<file path="src/rtl/alu_sequencer.sv">
// ---------------------------------------------------------------------------
// alu_sequencer
//
// Program sequencer that sits directly upstream of the CPU/ALU datapath.
// A small instruction program is written into a local register array and
// then issued to the CPU one instruction at a time. The result of every
// executed ALU operation (an instruction issued with load=0) is captured
// two clock edges after it was issued.
//
// Parameters
//   ADDR_W      program address width, DEPTH = 2**ADDR_W words
//   GAP_CYCLES  idle cycles (cpu_ce low) between issued instructions
//
// Ports
//   clk           system clock, rising edge
//   rst           asynchronous, active-low reset
//   prog_we       program write strobe (ignored while busy)
//   prog_addr     program write address
//   prog_wdata    instruction: [16]=load [15]=cin [14:8]=opcode [7:0]=data
//   start         single-cycle pulse, begins a run at address 0
//   prog_len      instruction count, sampled on an accepted start
//   hold          stalls issue while high
//   cpu_data_out  CPU result
//   cpu_cout      CPU carry out
//   busy          run in progress
//   done          one-cycle pulse at the end of a run
//   pc            address of the next instruction to issue
//   cpu_data_in   to CPU data_in
//   cpu_opcode    to CPU opcode
//   cpu_cin       to CPU cin
//   cpu_load      to CPU load
//   cpu_ce        to CPU ce
//   last_result   most recently captured cpu_data_out
//   last_cout     most recently captured cpu_cout
// ---------------------------------------------------------------------------
module alu_sequencer #(
   parameter int ADDR_W     = 4,
   parameter int GAP_CYCLES = 1
) (
   input  logic              clk,
   input  logic              rst,
   input  logic              prog_we,
   input  logic [ADDR_W-1:0] prog_addr,
   input  logic [16:0]       prog_wdata,
   input  logic              start,
   input  logic [ADDR_W:0]   prog_len,
   input  logic              hold,
   input  logic [7:0]        cpu_data_out,
   input  logic              cpu_cout,
   output logic              busy,
   output logic              done,
   output logic [ADDR_W-1:0] pc,
   output logic [7:0]        cpu_data_in,
   output logic [6:0]        cpu_opcode,
   output logic              cpu_cin,
   output logic              cpu_load,
   output logic              cpu_ce,
   output logic [7:0]        last_result,
   output logic              last_cout
);

   localparam int DEPTH    = 2 ** ADDR_W;
   localparam int GAP_LAST = (GAP_CYCLES > 0) ? GAP_CYCLES - 1 : 0;
   localparam int GAP_W    = (GAP_LAST > 0) ? $clog2(GAP_LAST + 1) : 1;

   localparam logic [ADDR_W:0]   DEPTH_LEN = (ADDR_W + 1)'(DEPTH);
   localparam logic [ADDR_W:0]   ONE_LEN   = 1;
   localparam logic [ADDR_W-1:0] ONE_PC    = 1;
   localparam logic [GAP_W-1:0]  ONE_GAP   = 1;
   localparam logic [GAP_W-1:0]  GAP_END   = GAP_W'(GAP_LAST);

   typedef enum logic [2:0] {
      S_IDLE,
      S_ISSUE,
      S_GAP,
      S_DRAIN,
      S_DONE
   } state_t;

   state_t state;
   state_t state_nxt;

   logic [16:0]       mem [DEPTH];
   logic [16:0]       cur_word;
   logic [ADDR_W:0]   len;
   logic [ADDR_W:0]   issued;
   logic [ADDR_W:0]   len_clamped;
   logic [GAP_W-1:0]  gap_cnt;
   logic              drain_cnt;
   logic [1:0]        cap_pipe;
   logic              issue_now;
   logic              last_issue;

   // Program memory: plain register array, written only while no run is in
   // progress so a running program can never be modified underneath itself.
   // Contents survive reset on purpose, so a program stays loaded.
   always_ff @(posedge clk) begin
      if (prog_we && !busy) begin
         mem[prog_addr] <= prog_wdata;
      end
   end

   assign cur_word = mem[pc];

   // Decode of the current cycle: run length clamped to the memory depth,
   // whether an instruction leaves this cycle, and whether it is the last one.
   always_comb begin
      len_clamped = (prog_len > DEPTH_LEN) ? DEPTH_LEN : prog_len;
      issue_now   = (state == S_ISSUE) && !hold;
      last_issue  = ((issued + ONE_LEN) == len);
   end

   // Next-state logic. The gap phase is skipped entirely for back-to-back
   // issue, and the drain phase always lasts two cycles so the last result
   // has been captured by the time done is raised.
   always_comb begin
      state_nxt = state;
      case (state)
         S_IDLE: begin
            if (start) begin
               state_nxt = (len_clamped == '0) ? S_DONE : S_ISSUE;
            end
         end
         S_ISSUE: begin
            if (!hold) begin
               if (last_issue) begin
                  state_nxt = S_DRAIN;
               end else if (GAP_CYCLES > 0) begin
                  state_nxt = S_GAP;
               end else begin
                  state_nxt = S_ISSUE;
               end
            end
         end
         S_GAP: begin
            if (gap_cnt == GAP_END) begin
               state_nxt = S_ISSUE;
            end
         end
         S_DRAIN: begin
            if (drain_cnt) begin
               state_nxt = S_DONE;
            end
         end
         S_DONE: begin
            state_nxt = S_IDLE;
         end
         default: begin
            state_nxt = S_IDLE;
         end
      endcase
   end

   // State register plus every registered output. cpu_ce is raised only on
   // the edge that issues an instruction and dropped on every other edge, so
   // it is high for exactly one cycle per instruction (or continuously for
   // back-to-back issue). The capture strobe follows the issue through two
   // stages: stage 0 lines up with cpu_ce, stage 1 with the cycle in which
   // the CPU presents the result, which is then latched on the next edge.
   always_ff @(posedge clk or negedge rst) begin
      if (!rst) begin
         state       <= S_IDLE;
         busy        <= 1'b0;
         done        <= 1'b0;
         pc          <= '0;
         len         <= '0;
         issued      <= '0;
         gap_cnt     <= '0;
         drain_cnt   <= 1'b0;
         cap_pipe    <= '0;
         cpu_data_in <= '0;
         cpu_opcode  <= '0;
         cpu_cin     <= 1'b0;
         cpu_load    <= 1'b0;
         cpu_ce      <= 1'b0;
         last_result <= '0;
         last_cout   <= 1'b0;
      end else begin
         state    <= state_nxt;
         done     <= (state_nxt == S_DONE);
         cap_pipe <= {cap_pipe[0], issue_now && !cur_word[16]};

         if (cap_pipe[1]) begin
            last_result <= cpu_data_out;
            last_cout   <= cpu_cout;
         end

         case (state)
            S_IDLE: begin
               cpu_ce   <= 1'b0;
               cpu_load <= 1'b0;
               if (start) begin
                  len    <= len_clamped;
                  pc     <= '0;
                  issued <= '0;
                  busy   <= (len_clamped != '0);
               end
            end
            S_ISSUE: begin
               if (hold) begin
                  cpu_ce   <= 1'b0;
                  cpu_load <= 1'b0;
               end else begin
                  cpu_data_in <= cur_word[7:0];
                  cpu_opcode  <= cur_word[14:8];
                  cpu_cin     <= cur_word[15];
                  cpu_load    <= cur_word[16];
                  cpu_ce      <= 1'b1;
                  pc          <= pc + ONE_PC;
                  issued      <= issued + ONE_LEN;
                  gap_cnt     <= '0;
                  drain_cnt   <= 1'b0;
               end
            end
            S_GAP: begin
               cpu_ce   <= 1'b0;
               cpu_load <= 1'b0;
               gap_cnt  <= gap_cnt + ONE_GAP;
            end
            S_DRAIN: begin
               cpu_ce    <= 1'b0;
               cpu_load  <= 1'b0;
               drain_cnt <= 1'b1;
            end
            default: begin
               cpu_ce   <= 1'b0;
               cpu_load <= 1'b0;
            end
         endcase

         if (state_nxt == S_DONE) begin
            busy <= 1'b0;
         end
      end
   end

endmodule
</file>
<file path="config.mk">
export PLATFORM = sky130hd
export DESIGN_NAME = alu_sequencer
export DESIGN_NICKNAME = d
export VERILOG_FILES = /design/src/rtl/alu_sequencer.sv
export SDC_FILE = /design/constraint.sdc
export NUM_CORES = 1
export LEC_CHECK = 0
export CORE_MARGIN = 5
export CORE_UTILIZATION = 68
export DETAILED_ROUTE_END_ITERATION = 12
export DONT_BUFFER_PORTS = 1
export PLACE_DENSITY_LB_ADDON = 0.25
export SLEW_MARGIN = 20
export SYNTH_ARGS = -nofsm -noshare
export SYNTH_HDL_FRONTEND = slang
export SYNTH_SLANG_ARGS = --single-unit
export TNS_END_PERCENT = 50
</file>
<file path="constraint.sdc">
create_clock -name clk -period 5.4 [get_ports clk]
set_input_delay 0.54 -clock clk [delete_from_list [all_inputs] [get_ports clk]]
set_output_delay 0.54 -clock clk [all_outputs]
set_load 0.02 [all_outputs]
</file>
=== After elaboration in Yosys (flattened, before gate mapping) ===
Memories as Yosys holds them, arrays and structs flattened.
Cells that the tools add are included.

* Register bits after elaboration: 50
* Memory bits (writable): 272
* Input port bits: 40
* Output and inout port bits: 33
* Memories kept: 1

{| class="wikitable"
|+ Memories
! memory !! words !! bits a word !! read ports !! clocked after memory_dff !! wr ports !! line !! RTL
|-
| mem || 16 || 17 || 1 || 0 || 1 || 83 || <nowiki>logic [16:0] mem [DEPTH];</nowiki>
|}

* $add $sub $neg: 3
* Order comparisons: 1
* Equal/unequal tests: 7
* Muxes and demuxes: 26
* Bitwise gates (word level): 1
* Reductions and logical operators: 20

{| class="wikitable"
|+ Operators by type and width
! cell !! count
|-
| 3-bit 2-to-1 mux || 5
|-
| 5-bit 2-to-1 mux || 3
|-
| 3-bit case mux with 4 select lines || 1
|-
| 1-bit 2-to-1 mux || 11
|-
| 5-bit case mux with 2 select lines || 1
|-
| 2-bit AND reduction || 5
|-
| 2-bit nonzero test || 5
|-
| 4-bit 2-to-1 mux || 2
|-
| 4-bit case mux with 2 select lines || 1
|-
| 3-bit by 2-bit equality test with 1-bit output (second input constant) || 2
|-
| 5-bit by 1-bit adder with 5-bit output (second input constant) || 1
|-
| 5-bit equality test || 1
|-
| 5-bit greater-than comparator (second input constant) || 1
|-
| 5-bit zero test || 1
|-
| 5-bit nonzero test || 1
|-
| 4-bit by 1-bit adder with 4-bit output (second input constant) || 1
|-
| 2-bit inequality test (second input constant) || 2
|-
| 1-bit case mux with 2 select lines || 2
|-
| 3-bit by 1-bit equality test with 1-bit output (second input constant) || 1
|-
| 3-bit equality test (second input constant) || 1
|-
| 1-bit logical AND || 3
|-
| 1-bit zero test || 3
|-
| 3-bit zero test || 1
|-
| 3-bit AND reduction || 1
|-
| other kinds (2) || 2
|}

=== Depth between registers and ports, before layout ===
Gate-level depths: netlist (run 1).

* Depth after elaboration: 9
* Mapped depth: 8

=== Worst setup path before layout (run 1) ===
No wires, ideal clock.

* Path kind: flip-flop to flip-flop
* From: reg busy
* To: mem mem[4][0], enable pin
* Library setup time: 413 ps
* Arrival: 2,332 ps
* Required time: 4,987 ps
* Slack: 2,655 ps
* Stages on the path, launching flop included: 4
* Buffers on the path: 0
* Clock period less this slack: 2,745 ps
* Cells stage by stage: dfrtp_1 nand2b_1 or3b_2 nor3_1

* Word-level cells in the longest chain between the ends: 4

{| class="wikitable"
|+ RTL lines
! element !! line !! RTL
|-
| start, declared || 50 || <nowiki>output logic busy,</nowiki>
|-
| start signal, assigned || 196 || <nowiki>busy <= (len_clamped != '0);</nowiki>
|-
| 1-bit zero test || 98 || <nowiki>if (prog_we && !busy) begin</nowiki>
|-
| 1-bit logical AND || 98 ||
|-
| 1-bit 2-to-1 mux || 98 ||
|-
| 1-bit 2-to-1 mux (implied by the code) || 99 || <nowiki>mem[prog_addr] <= prog_wdata;</nowiki>
|-
| end, declared || 83 ||
|}

Every way passes these cells.

=== Final worst setup path (run 1) ===
* From: reg pc[0]
* To: reg cpu_data_in[4]

* Word-level cells in the longest chain between the ends: 1

{| class="wikitable"
|+ RTL lines
! element !! line !! RTL
|-
| start, declared || 52 || <nowiki>output logic [ADDR_W-1:0] pc,</nowiki>
|-
| start signal, assigned || 209 || <nowiki>pc <= pc + ONE_PC;</nowiki>
|-
| memory 16 x 17 bit || - ||
|-
| end signal, assigned || 204 || <nowiki>cpu_data_in <= cur_word[7:0];</nowiki>
|-
| end, declared || 53 || <nowiki>output logic [7:0] cpu_data_in,</nowiki>
|}

Every way passes these cells.
A chain may end at the register's enable or synchronous reset.

==> results of run 1 <==
how the worst max path moves through the flow:
stage / startpoint / endpoint / slack, ps / depth (start not counted)
global route: pc[0] / cpu_data_in[4] / 2620 / 5
floorplan: busy / mem[4][0] / 2660 / 3
global placement: pc[0] / cpu_opcode[4] / 2960 / 5
detailed placement: pc[0] / cpu_opcode[4] / 2870 / 5
finish: pc[0] / cpu_data_in[4] / 2780 / 5
CTS: pc[0] / cpu_opcode[2] / 2800 / 5
sequential cells by signal, summed over array words and instances (netlist names):
register and flops:
busy 1, cap_pipe 2, cpu_ce 1, cpu_cin 1, cpu_data_in 8, cpu_load 1
cpu_opcode 7, done 1, drain_cnt 1, gap_cnt 1, issued 5, last_cout 1
last_result 8, len 5, mem 272, pc 4, state 3
report_power, final:
part           internal [mW]  switching (mW)
registers               2.88           0.384
logic                  0.491           0.523
clock network           1.21           0.875
metal layers:
metal  GRT usage, %  vias up  share of wire [%]
met5              0        -                  0
met4           9.02        0                3.3
li1               -     2816                  -
met1           33.2     3348                 38
met2           42.2      364                 51
met3           5.67       64                8.3
layout make-up:
class | count | area share (%)
Timing Repair Buffer | 22 | 1.35
Multi-Input combinational cell | 330 | 21.6
Clock inverter | 21 | 1.58
Inverter | 2 | 0.0900
Sequential cell | 322 | 67.8
Tap cell | 229 | 2.06
Clock buffer | 35 | 5.54
kinds of logic (layout without fill, tap and decap cells):
| logic type | count (synthesis) | after routing | synth area share (%) |
|---|---|---|---|
| flops | 322 | 322 | 75.0 |
| mux | 127 | 127 | 12.8 |
| simple gates | 98 | 98 | 3.94 |
| compound gates | 96 | 96 | 5.80 |
| buf+inv | 38 | 80 | 1.72 |
| xor+xnor | 7 | 7 | 0.488 |
| fa+ha+maj | 2 | 2 | 0.199 |
synth_stat cells (2+ instances only):
master | number | share of area [%]
a21oi_1 | 3 | 0.12
a221o_1 | 2 | 0.16
a22oi_1 | 42 | 2.5
a32o_1 | 2 | 0.16
a32oi_1 | 14 | 0.98
and2_1 | 2 | 0.10
buf_2 | 10 | 0.40
buf_4 | 9 | 0.54
buf_6 | 3 | 0.27
clkbuf_1 | 13 | 0.39
dfrtp_1 | 50 | 10
edfxtp_1 | 272 | 65
ha_1 | 2 | 0.20
mux2_2 | 12 | 1.1
mux2i_1 | 89 | 7.1
mux4_2 | 26 | 4.7
nand2_1 | 33 | 0.99
nand2b_1 | 4 | 0.20
nand3_1 | 3 | 0.12
nand3b_1 | 5 | 0.30
nor2_1 | 22 | 0.66
nor2b_1 | 9 | 0.45
nor3_1 | 7 | 0.28
o211ai_1 | 14 | 0.84
o21ai_0 | 7 | 0.28
o31ai_1 | 2 | 0.12
or3b_2 | 2 | 0.14
or4b_1 | 2 | 0.16
xnor2_1 | 4 | 0.28
xor2_1 | 3 | 0.21
cells in the final DEF (no fill, tap or decap), types with 3 or more instances in the layout:
master	n
nand3b_1	5
dfrtp_1	48
nand2_1	33
o211ai_1	14
mux4_2	26
a21oi_1	3
clkinv_2	9
nor3_1	3
clkbuf_16	30
nor2_1	10
nand3_1	3
bufinv_16	4
nor2_4	4
o21ai_0	7
edfxtp_1	272
a22oi_1	42
a32oi_1	14
clkbuf_1	5
nand2b_1	4
xor2_1	3
xnor2_1	4
buf_4	20
nor2b_1	8
clkinv_1	6
nor2_2	9
mux2i_1	89
nor3_2	4
mux2_2	12
timing repair:
action	CTS	global route
resized for setup	0	0
setup buffers	0	0
hold buffers	2	0
hold endpoints to repair	50	0
per-stage QoR:
stage / cell area, um2 / util (%) / hold WS (ps) / instances
final: 13900 / 76.9 / 81.9 / 961
after CTS: 13900 / 76.8 / 67.5 / 961
after floorplan: 12600 / - / 244 / 690
after global routing: 13900 / 76.9 / 61.8 / 961
after detailed placement: 12900 / 71.1 / 246 / 903
after global placement: 12900 / 71.1 / 246 / 903
==> summary.md, run 1 <==
| Metric | Value |
|---|---|
| Mean Syn Cell Area | `18.2 um2` |
| Gr usage total | `25.3%` |
| CP Max Fanout | `30` |
| Max-capacitance violation count | `0` |
| CTS Sinks | `322` |
| Via count | `6592` |
| Outcome | `finished, final reports clean` |
| Slew @ Worst Pin | `1110 ps` |
| Fin. max-slew vios | `0` |
| Max_slew headroom | `26.1%` |
| Die X | `146 um` |
| Initial antenna violation count | `0` |
| Sequential Area | `0.00942 mm2` |
| Pwr/cell area | `458 mW/mm2` |
| Final setup viols | `0` |
| Gpl congestion | `0.837` |
| DRT Pass-1 Iters | `5` |
| Slowest-stage cell, CP | `dfrtp_2` |
| Mapped Cells | `690` |
| Vias per cell | `6.86` |
| Clk_lat worst skew | `550 ps` |
| Top delay family on crit path | `flip-flops` |
| Cts bufs inserted | `30` |
| Setup crit start kind | `flip-flop` |
| Ports | `73` |
| Max VDD drop | `293 uV` |
| R2R Path Start | `pc[0]` |
| Share of layout cells above drive strength 1 | `17.9%` |
| Setup TNS | `0 ps` |
| Routed Antenna Nets | `0` |
| Grt ovf | `0` |
| Worst EP arrival | `3040 ps` |
| First-pass GRT wire length | `40500 um` |
| Syn_nets | `732` |
| Async SR Flop Fraction | `15.5%` |
| Clk buf depth | `3` |
| Initial Util | `69.4%` |
| Netlist cell types | `52` |
| Clock transition at the registers of the reported paths | `60 ps` |
| Worst Path Class, Setup | `flip-flop to flip-flop` |
| Hold Vio Cnt, Final | `0` |
| HPWL Detailed | `14900 um` |
| Startpoint of the worst hold path | `prog_wdata[8]` |
| Syn Std Cell Area | `0.0126 mm2` |
| Unrepaired setup endpoints after global routing | `no` |
| Register area share after synthesis | `75.0%` |
| Port Buffers | `0` |
| CP max stage delay | `1070 ps` |
| Htree depth | `1` |
| CTS tree | `built` |
| Tcrit/Tclk final | `48.4%` |
| Crit path buf inv count | `1` |
| WL final | `27000 um` |
| HP Class | `primary input to flip-flop` |
| Pin count of the biggest net entering global routing | `56` |
| Fmax | `382 MHz` |
| Cell row count | `49` |
| ANT cells | `0` |
| R2R setup slack | `2780 ps` |
| Area of the multi-input gates | `0.00300 mm2` |
| EDFF count, synth | `272` |
| Routed length per instance | `28.0 um` |
| Cells along the critical path | `and2_1 -> buf_4 -> a22oi_1 -> a32oi_1 -> nand2_1` |
| Root buf cell | `clkbuf_16` |
| Setup WS pre-CTS | `2870 ps` |
| Initial DRC Count | `926` |
| FF+latch count, synth | `322` |
| Hold Path Depth | `0` |
| Die Area | `0.0213 mm2` |
| Number of global-route vias before repair | `6750` |
| Die Span Y | `146 um` |
| Power Total | `6.36 mW` |
| Fillers | `951` |
| Yosys Warn Count | `0` |
| Synth Flop Type | `edfxtp_1` |
| Skew final | `10.3 ps` |
| DRC Markers | `0` |
| Required @ worst endpoint | `5830 ps` |
| Nets@finish | `750` |
| Min Tclk post-route | `2620 ps` |
| Reg2Reg Capture Point | `cpu_data_in[4]` |
| Core area | `0.0181 mm2` |
| Area growth syn-to-layout | `10.7%` |
| R2R cell count | `5` |
| Critical path capture point type | `flip-flop` |
| Hold EP | `mem[4][8]` |
| Leak | `4.52 nW` |
| Worst setup margin | `2780 ps` |
No activity file was read; power rests on OpenSTA's default activity.
==> inputs of run 2 (changes only) <==
--- a/config.mk
+++ b/config.mk
@@ -6,7 +6,7 @@
 export NUM_CORES = 1
 export LEC_CHECK = 0
 export CORE_MARGIN = 5
-export CORE_UTILIZATION = 68
+export CORE_UTILIZATION = 63
 export DETAILED_ROUTE_END_ITERATION = 12
 export DONT_BUFFER_PORTS = 1
 export PLACE_DENSITY_LB_ADDON = 0.25
==> constraint.sdc (replaced) <==
create_clock -name clk -period 2.6 [get_ports clk]
set_input_delay 0.26 -clock clk [delete_from_list [all_inputs] [get_ports clk]]
set_output_delay 0.26 -clock clk [all_outputs]
set_load 0.02 [all_outputs]
==> summary.md, run 2 (synthesis results as in run 1) <==
| Metric | Value |
|---|---|
| Commonest non-fill, non-tap cell in the layout | `edfxtp_1` |
| Fin cells | `1050` |
| Max_slew headroom | `60.4%` |
| Number of global-route vias before repair | `6963` |
| Hold Path Depth | `3` |
| Max VDD drop | `649 uV` |
| Critical path capture point type | `flip-flop` |
| Power Total | `13.6 mW` |
| Worst Path Class, Setup | `flip-flop to flip-flop` |
| Initial antenna violation count | `0` |
| Vias per cell | `6.46` |
| Gpl congestion | `0.835` |
| Commonest cells after routing, fill and taps aside | `edfxtp_1 (272), mux2i_1 (89), dfrtp_1 (48)` |
| Biggest regs | `mem (272), cpu_data_in (8), last_result (8)` |
| Min Tclk post-route | `2070 ps` |
| ANT cells | `0` |
| Placed insts | `959` |
| Die Area | `0.0229 mm2` |
| WL final | `28000 um` |
| Die X | `151 um` |
| Tcrit/Tclk final | `79.5%` |
| Clk buf depth | `3` |
| Root buf cell | `clkbuf_16` |
| Via count | `6786` |
| Initial Util | `64.3%` |
| Outcome | `finished, final reports clean` |
| Fin. max-slew vios | `0` |
| Leak | `4.77 nW` |
| DP Area | `0.0131 mm2` |
| Unrepaired setup endpoints after global routing | `no` |
| Final setup viols | `0` |
| Port Buffers | `0` |
| Gr usage total | `24.9%` |
| Cell row count | `51` |
| First-pass GRT wire length | `41700 um` |
| Fmax | `484 MHz` |
| Hold Vio Cnt, Final | `0` |
| DRC Markers | `0` |
| Share of layout cells above drive strength 1 | `18.9%` |
| DRT Pass-1 Iters | `5` |
| Initial DRC Count | `751` |
| Core area | `0.0195 mm2` |
| Top reg by flops | `mem` |
| Skew final | `13.2 ps` |
| Setup crit start kind | `flip-flop` |
| Max-capacitance violation count | `0` |
| Max FFs per register | `272` |
| Htree depth | `1` |
| CTS Sinks | `322` |
| Nets@finish | `802` |
| Cts bufs inserted | `31` |
| Clock transition at the registers of the reported paths | `60 ps` |
| Required @ worst endpoint | `3090 ps` |
| Routed Antenna Nets | `0` |
| Pwr/cell area | `943 mW/mm2` |
| Slew @ Worst Pin | `592 ps` |
| R2R cell count | `6` |
| Ports | `73` |
| Routed length per instance | `26.6 um` |
| Worst EP arrival | `2550 ps` |
| Area growth syn-to-layout | `15.1%` |
| Clk_lat worst skew | `560 ps` |
| Pin count of the biggest net entering global routing | `62` |
| Design Area, Final | `0.0145 mm2` |
| HP Class | `primary input to flip-flop` |
| Grt ovf | `0` |
| HPWL Detailed | `16600 um` |
| Die Span Y | `151 um` |
| CP Max Fanout | `16` |
| CTS tree | `built` |
| Setup TNS | `0 ps` |
| Number of setup buffers added after CTS | `0` |
[run 2: stage by stage]
step,hold WS [ps],setup WS [ps],utilization (%)
6_report,19.7,532,74.0
5_1_grt,30.7,468,74.0
4_1_cts,0.180,539,74.0
3_5_place_dp,-33.1,550,66.9
3_3_place_gp,-33.6,602,66.9
2_1_floorplan,-35.6,-22.6,-
[run 2: path summary, 6_finish.rpt]
path                             startpoint        endpoint  slack, ps
worst max-delay path               state[0]  cpu_data_in[6]        530
worst min-delay path                   hold        state[1]         20
worst max register to register     state[0]  cpu_data_in[6]        530
worst min register to register  cap_pipe[0]     cap_pipe[1]        360
max in group asynchronous               rst           pc[1]       2090
min in group asynchronous               rst         cpu_cin        260
[run 2: layer usage]
| layer | share of wire (%) | wire, um | GRT usage (%) | up-vias |
|---|---|---|---|---|
| li1 | - | - | - | 2901 |
| met1 | 38 | 10600 | 33.3 | 3455 |
| met3 | 9.4 | 2630 | 5.51 | 65 |
| met5 | 0 | 0 | 0 | - |
| met2 | 50 | 13900 | 42.3 | 365 |
| met4 | 2.8 | 781 | 6.53 | 0 |
[run 2: area by class of cell]
class / count / area (um2)
sequential: 322 / 9420
fill: 1136 / 5070
multi-input combinational: 330 / 2980
clock buffer: 46 / 852
timing repair buffer: 73 / 661
tap: 265 / 332
clock inverter: 12 / 194
inverter: 2 / 12.5
[run 2: repair_timing]
action                    CTS  global route
hold buffers               33             0
hold endpoints to repair  336             0
resized for setup           0             0
[run 2: worst max-delay path, cell delays in order, from the launching register on]
cell and delay [ps]:
dfrtp_1 570, or4b_1 500, buf_4 230, clkinv_4 100, and2_4 330, a32oi_1 160
nand2_1 110
[run 2: power breakdown]
group / switching (mW) / internal, mW / leakage, nW
logic: 1.26 / 1.10 / 1.19
clock network: 1.83 / 2.76 / 0.502
registers: 0.698 / 5.97 / 3.08
==> inputs of run 3 (changes only) <==
--- a/config.mk
+++ b/config.mk
@@ -6,7 +6,7 @@
 export NUM_CORES = 1
 export LEC_CHECK = 0
 export CORE_MARGIN = 5
-export CORE_UTILIZATION = 63
+export CORE_UTILIZATION = 57
 export DETAILED_ROUTE_END_ITERATION = 12
 export DONT_BUFFER_PORTS = 1
 export PLACE_DENSITY_LB_ADDON = 0.25
==> constraint.sdc (replaced) <==
create_clock -name clk -period 1.8 [get_ports clk]
set_input_delay 0.18 -clock clk [delete_from_list [all_inputs] [get_ports clk]]
set_output_delay 0.18 -clock clk [all_outputs]
set_load 0.02 [all_outputs]
==> summary.md, run 3 (synthesis results as in run 1) <==
| Metric | Value |
|---|---|
| Max-capacitance violation count | `0` |
| Outcome | `complete, but fails checks` |
| Root buf cell | `clkbuf_16` |
| Initial antenna violation count | `1` |
| Gr usage total | `22.2%` |
| Hold Vio Cnt, Final | `0` |
| CTS tree | `built` |
| Unrepaired setup endpoints after global routing | `yes` |
| Leak | `4.96 nW` |
| Area growth syn-to-layout | `19.2%` |
| Initial Util | `57.7%` |
| Top reg by flops | `mem` |
| Via count | `6702` |
| DRC Markers | `0` |
| Commonest non-fill, non-tap cell in the layout | `edfxtp_1` |
| WL final | `27400 um` |
| Clk buf depth | `3` |
| Fin util | `68.8%` |
| Core area | `0.0218 mm2` |
| Cts bufs inserted | `31` |
| Cell row count | `54` |
| Port Buffers | `0` |
| CTS Sinks | `322` |
| Max_slew headroom | `63.5%` |
| Number of global-route vias before repair | `6995` |
| ANT cells | `0` |
| Htree depth | `1` |
| Routed length per instance | `25.1 um` |
| Fmax | `551 MHz` |
| Setup crit start kind | `flip-flop` |
| Die Area | `0.0251 mm2` |
| CP Max Fanout | `6` |
| Max VDD drop | `745 uV` |
| Setup WS pre-CTS | `-63.6 ps` |
| Pin count of the biggest net entering global routing | `51` |
| Gpl congestion | `0.792` |
| Share of layout cells above drive strength 1 | `22.5%` |
| Grt ovf | `0` |
| Routed Antenna Nets | `0` |
| Biggest regs | `mem (272), cpu_data_in (8), last_result (8)` |
| Fillers | `1380` |
| Vias per cell | `6.15` |
| Worst hold slack | `38.1 ps` |
| Nets@finish | `828` |
| Clock transition at the registers of the reported paths | `60 ps` |
| Skew final | `8.76 ps` |
| Area of the multi-input gates | `0.00305 mm2` |
| Die Span Y | `158 um` |
| Required @ worst endpoint | `2220 ps` |
| Clk_lat worst skew | `550 ps` |
| Commonest cells after routing, fill and taps aside | `edfxtp_1 (272), mux2i_1 (87), dfrtp_1 (47)` |
| Min Tclk post-route | `1810 ps` |
| Max FFs per register | `272` |
| Failing checks | `setup timing` |
| DRT Pass-1 Iters | `5` |
| Slew @ Worst Pin | `545 ps` |
| Critical path capture point type | `flip-flop` |
| Worst EP arrival | `2240 ps` |
| Sequential Area | `0.00943 mm2` |
| Worst setup margin | `-13.7 ps` |
| First-pass GRT wire length | `41400 um` |
| Worst Path Class, Setup | `flip-flop to flip-flop` |
| Die X | `158 um` |
| HP Class | `primary input to flip-flop` |
| Pwr/cell area | `1320 mW/mm2` |
| Ports | `73` |
| Fin. max-slew vios | `0` |
| Initial DRC Count | `593` |
| Tcrit/Tclk final | `101%` |
| HPWL Detailed | `16000 um` |
| Setup TNS | `-27.1 ps` |
| Final setup viols | `2` |
-- run 3: critical path, stage by stage (launching register included) --
cell     delay [ps]
dfrtp_4         490
buf_12          150
buf_6           110
mux4_2          420
mux2i_2         190
nor3_2           70
a221o_1         260
-- run 3: area by class of cell --
class,instances,area share [%]
Multi-Input combinational cell,330,20.4
Clock inverter,16,0.828
Sequential cell,322,63.0
Clock buffer,41,5.64
Timing Repair Buffer,99,7.71
Inverter,2,0.0836
Tap cell,280,2.34
-- run 3: path summary, 6_finish.rpt --
check / from / endpoint / slack [ps] / cells after the start
setup / recovery: pc[1] / cpu_data_in[3] / -10 / 6
max in group asynchronous: rst / pc[0] / 1380 / 2
hold reg to reg: cap_pipe[0] / cap_pipe[1] / 350 / 0
hold / removal: prog_len[4] / done / 40 / 3
min in group asynchronous: rst / cpu_data_in[7] / 160 / 2
setup reg to reg: pc[1] / cpu_data_in[3] / -10 / 6
-- run 3: power by group --
part           switching [mW]  internal, mW
Sequential              0.821          8.64
Clock                    2.58          3.55
Combinational            2.09          2.00
-- run 3: routing by layer --
metal	global-route usage, %	vias up	wire, um
met1	30.3	3449	10700
met2	38.6	243	14300
met3	3.42	41	1970
met5	0	-	0
li1	-	2969	-
met4	4.39	0	470
-- run 3: per-stage QoR --
step | instance area (um2) | cells | total power, mW
finish | 15000 | 1090 | 19.7
global route | 15000 | 1090 | 20.5
CTS | 14800 | 1080 | 19.6
detailed placement | 13500 | 985 | 13.3
global placement | 13500 | 985 | 13.2
floorplan | 12600 | 690 | 12.1
-- run 3: timing repair --
action                                  CTS  global route
setup buffers                             2            10
resized for setup                         2            10
pin swaps                                 0             2
endpoints found under the setup margin    6           100
endpoints found under the hold margin   408             0
hold buffers                             36             0
